<file path="src/rtl/mips_pkg.sv">
// Purpose: shared MIPS control definitions (opcodes, ALU-op classes, control bundle).
// Latency: n/a (types and constants only).
// Backpressure: n/a.
package mips_pkg;

    // Instruction opcodes (instruction bits [31:26])
    localparam logic [5:0] OP_RTYPE = 6'b000000;
    localparam logic [5:0] OP_LW    = 6'b100011;
    localparam logic [5:0] OP_SW    = 6'b101011;
    localparam logic [5:0] OP_BEQ   = 6'b000100;

    // ALU-op class handed to the ALU control block; 2'b11 is never produced
    localparam logic [1:0] ALUOP_ADD   = 2'b00;
    localparam logic [1:0] ALUOP_SUB   = 2'b01;
    localparam logic [1:0] ALUOP_FUNCT = 2'b10;

    // Control bundle shared with the datapath and ALU control
    typedef struct packed {
        logic       reg_dst;
        logic       reg_write;
        logic       alu_src;
        logic       mem_to_reg;
        logic       mem_read;
        logic       mem_write;
        logic       branch;
        logic [1:0] alu_op;
        logic       illegal;
    } ctrl_t;

    // All strobes cleared: the value held while in reset
    localparam ctrl_t CTRL_ZERO = '{
        reg_dst: 1'b0, reg_write: 1'b0, alu_src: 1'b0, mem_to_reg: 1'b0,
        mem_read: 1'b0, mem_write: 1'b0, branch: 1'b0, alu_op: ALUOP_ADD,
        illegal: 1'b0
    };

    // Unsupported opcode: safe no-op with only the illegal flag raised
    localparam ctrl_t CTRL_ILLEGAL = '{
        reg_dst: 1'b0, reg_write: 1'b0, alu_src: 1'b0, mem_to_reg: 1'b0,
        mem_read: 1'b0, mem_write: 1'b0, branch: 1'b0, alu_op: ALUOP_ADD,
        illegal: 1'b1
    };

endpackage

</file>
<file path="src/rtl/control_decode.sv">
// Purpose: combinational opcode -> control bundle decode.
// Latency: 0 cycles (pure combinational).
// Backpressure: none; output follows the opcode input.
module control_decode
    import mips_pkg::*;
(
    input  logic [5:0] opcode,
    output ctrl_t      ctrl
);

    // Decode table; textbook don't-cares are tied to 0 so no X escapes
    always_comb begin
        ctrl = CTRL_ILLEGAL;
        case (opcode)
            OP_RTYPE: begin
                ctrl         = CTRL_ZERO;
                ctrl.reg_dst   = 1'b1;
                ctrl.reg_write = 1'b1;
                ctrl.alu_op    = ALUOP_FUNCT;
            end
            OP_LW: begin
                ctrl            = CTRL_ZERO;
                ctrl.reg_write  = 1'b1;
                ctrl.alu_src    = 1'b1;
                ctrl.mem_to_reg = 1'b1;
                ctrl.mem_read   = 1'b1;
                ctrl.alu_op     = ALUOP_ADD;
            end
            OP_SW: begin
                ctrl           = CTRL_ZERO;
                ctrl.alu_src   = 1'b1;
                ctrl.mem_write = 1'b1;
                ctrl.alu_op    = ALUOP_ADD;
            end
            OP_BEQ: begin
                ctrl        = CTRL_ZERO;
                ctrl.branch = 1'b1;
                ctrl.alu_op = ALUOP_SUB;
            end
            default: ctrl = CTRL_ILLEGAL;
        endcase
    end

endmodule

</file>
<file path="src/rtl/control_unit.sv">
// Purpose: main MIPS control decoder with registered strobes.
// Latency: 1 cycle (opcode sampled at rising clk, strobes valid after that edge).
// Backpressure: none; a new decode is loaded every cycle.
module control_unit
    import mips_pkg::*;
(
    input  logic       clk,
    input  logic       rst_n,
    input  logic [5:0] Opcode,
    output logic       RegDst,
    output logic       RegWrite,
    output logic       ALUSrc,
    output logic       MemtoReg,
    output logic       MemRead,
    output logic       MemWrite,
    output logic       Branch,
    output logic       ALUOp1,
    output logic       ALUOp0,
    output logic       Illegal
);

    ctrl_t dec_ctrl;
    ctrl_t ctrl_d;
    ctrl_t ctrl_q;

    control_decode u_decode (
        .opcode (Opcode),
        .ctrl   (dec_ctrl)
    );

    // Next-state: every cycle takes the fresh decode, no hold or stall path
    always_comb begin
        ctrl_d = dec_ctrl;
    end

    // Output register; reset clears everything, including the illegal flag
    always_ff @(posedge clk or negedge rst_n) begin
        if (!rst_n) begin
            ctrl_q <= CTRL_ZERO;
        end else begin
            ctrl_q <= ctrl_d;
        end
    end

    assign RegDst   = ctrl_q.reg_dst;
    assign RegWrite = ctrl_q.reg_write;
    assign ALUSrc   = ctrl_q.alu_src;
    assign MemtoReg = ctrl_q.mem_to_reg;
    assign MemRead  = ctrl_q.mem_read;
    assign MemWrite = ctrl_q.mem_write;
    assign Branch   = ctrl_q.branch;
    assign ALUOp1   = ctrl_q.alu_op[1];
    assign ALUOp0   = ctrl_q.alu_op[0];
    assign Illegal  = ctrl_q.illegal;

endmodule

</file>
<file path="config.mk">
export PLATFORM = sky130hd
export DESIGN_NAME = control_unit
export DESIGN_NICKNAME = d
export VERILOG_FILES = /design/src/rtl/mips_pkg.sv /design/src/rtl/control_decode.sv /design/src/rtl/control_unit.sv
export SDC_FILE = /design/constraint.sdc
export NUM_CORES = 1
export LEC_CHECK = 0
export ABC_AREA = 1
export CELL_PAD_IN_SITES_DETAIL_PLACEMENT = 0
export CELL_PAD_IN_SITES_GLOBAL_PLACEMENT = 1
export CORE_UTILIZATION = 22
export DETAILED_ROUTE_END_ITERATION = 12
export HOLD_SLACK_MARGIN = 0.03
export PLACE_DENSITY_LB_ADDON = 0.1
export SETUP_SLACK_MARGIN = 0.5
export SLEW_MARGIN = 40
export SYNTH_ARGS = -nofsm -noshare
export SYNTH_HDL_FRONTEND = slang
export SYNTH_SLANG_ARGS = --single-unit
</file>
<file path="constraint.sdc">
create_clock -name clk -period 0.8 [get_ports clk]
set_clock_uncertainty 0.05 [all_clocks]
set_input_delay 0.08 -clock clk [delete_from_list [all_inputs] [get_ports clk]]
set_output_delay 0.08 -clock clk [all_outputs]
set_load 0.05 [all_outputs]
</file>
==> impl_results.md <==
* Mapped Area at 289 um2
* Most common cell after layout, fill and taps aside: buf_12
* Post-synth top area cell: dfrtp_1
* CTS tree: done
* Clock root buffer: clkbuf_4
* Setup Viol. Count Final at 10
* Die Span Y at between 30 and 40 um
* Starting DRT DRC Count at 0
* Largest family of logic cells by synthesized area: simple AND/OR/NAND/NOR gates
* Sink Count at 7
* Seq/Total Area, Yosys at approximately three fifths
* Core box area at approximately 1200 um2
* GPL Wtd Cong at roughly 0.63
* Avg Cell Area, Syn at between 8 and 9 um2
* Endpoint type of the worst setup path: output pin
* Synth Area in Compound Gates at 0%
* Outcome: finished with violations
* Vias at about 270
* Largest net degree at the start of global routing at 8
* DIE AREA at between 1000 and 1500 um2
* Worst EP required at around 670 ps
* Syn_nets at slightly above 40
* Most frequent cells in the layout: 11 x buf_12, 7 x dfrtp_2, 6 x nor2_4
* Total track usage at about 10%
* Vias/cell at ~4
* Worst min path class: input pin to async pin
* Post-Synth Adder-Cell Area at 0%
* Post-Route WL at 561 um
* Synth top area cells: dfrtp_1 61%, inv_1 10%, nor2_1 10%, buf_4 7.8%, nand3_1 6.9%
* I/O Buffers at 17
* DR pass1 iterations at 1
* Delay-heaviest family, CP: flip-flops
* Number of synthesized register bits at 7
* Final-stage net count at 60
* Max cap viols at 0
* Inserted Clock Buffers at 3
* Final hold vios at 7
* Worst hold margin at -237 ps
* Crit path buffers/inverters at 1
* Worst slew margin at between 80% and 90%
* Antenna cells at 0
* Leak at between 0.3 and 0.4 nW
* Critical path's slowest cell: dfrtp_2
* First-pass GRT wire length at approximately 900 um
* Worst-Margin Slew at 280 ps
* Post-CTS Setup Bufs at 0
* Layout cells sized above 1 at between 80% and 90%
* Fin crit period at approximately 960 ps
* Final Cycle Share at 121%
* Slew Viols, Final at 0
* Total gr overflow at 0
* Failing checks: negative hold slack, negative setup slack
* Final worst setup slack at -165 ps
* H-tree levels at 1
* Clk pin slew, worst setup/hold paths at 50 ps
* Yosys Warn Count at 0
* Power Density at approximately 1200 nW/um2
* CTS max path bufs at 2
* # DRC at 0
* Synth-to-Final Area Change at 144%
* Row count at 12
* Placed instance area at about 620 um2
* Final instance area at 706 um2
* Portion of netlist area occupied by mux cells at 0%
* Crit start category: register
* Register area at around 180 um2
* Maximum VDD drop at between 400 and 500 uV
* Synth cell types at 6
* Final ANT Viol Nets at 0
* Total Power at 848 uW
* Fmax at ~1000 MHz
* Cells after synthesis at 33
* Top Ports at 18
* CP arrival at between 800 and 900 ps
* DP Wirelength at between 400 and 500 um
* Xor/xnor share of the synthesized area at 0%
* CP max stage delay at approximately 430 ps
* CP Cell Sequence: buf_12
* Die span in x at approximately 38 um
* Worst Path Max Fanout at 2
* Post-synthesis simple-gate area fraction at 21.2%
* Routed len/inst at 8.63 um
* Initial Utilization at between 20% and 30%
* Fillers at 92
* RSZ-0062 raised after global routing: true
* Multi-input logic area at ~150 um2
* Area fraction of the dominant cell type after synthesis at about three fifths
* Setup CP Type: register to output pin
* Vias in the first global route at 270
* Initial antenna violation count at 0
## metrics by stage
step,std cells,setup WS (ps),TNS [ps],util (%),hold slack (ps)
global route,65,-190,-1740,61.0,-234
CTS,65,-177,-1610,59.3,-236
finish,65,-165,-1490,61.0,-237
global placement,61,-316,-1820,53.9,292
detailed placement,61,-337,-1990,53.9,296
floorplan,33,-27.0,-81.0,-,-266
## layer usage
layer	vias up	wire length (um)	track usage, %
li1	129	-	-
met1	122	168	6.30
met2	17	352	19.1
met3	0	41	1.74
met4	0	0	16.1
met5	-	0	0
## synth_stat cells
| cell | n |
|---|---|
| inv_1 | 8 |
| nor2_1 | 8 |
| dfrtp_1 | 7 |
| nand3_1 | 4 |
| buf_4 | 3 |
| nand2_1 | 3 |
## registers in the layout, summed over array words and instances (netlist names)
register  count
ALUOp0        1
ALUOp1        1
ALUSrc        1
Illegal       1
MemRead       1
MemWrite      1
RegWrite      1
## final cells by class
| class | instances | area share, % |
|---|---|---|
| Inverter | 8 | 4.96 |
| Sequential cell | 7 | 26.1 |
| Timing Repair Buffer | 17 | 42.0 |
| Multi-Input combinational cell | 15 | 20.7 |
| Clock buffer | 4 | 3.72 |
| Tap cell | 14 | 2.48 |
## worst paths after layout
kind,start,to,slack (ps),depth (start not counted)
worst min-delay path,rst_n,MemRead,-240,1
worst max-delay path,MemRead,MemtoReg,-160,1
min in group clk,Opcode[2],ALUOp0,10,3
max in group asynchronous,rst_n,ALUOp0,700,1
## power breakdown
group,internal [mW],switching (mW)
logic,0.0904,0.0884
registers,0.361,0.00542
clock network,0.189,0.113
total,0.641,0.207
## cell families after synthesis
family | after synthesis
and+or+nand+nor | 15
buffers and inverters | 11
DFF | 7
## what timing repair did
| action | in CTS | in global routing |
|---|---|---|
| gates resized for setup | 44 | 7 |
| endpoints found under the hold margin | 9 | 11 |
| cloned | 0 | 0 |
| pin swaps | 10 | 7 |
| setup endpoints to repair | 24 | 17 |
Note: power is estimated with default switching activity, not from simulation.
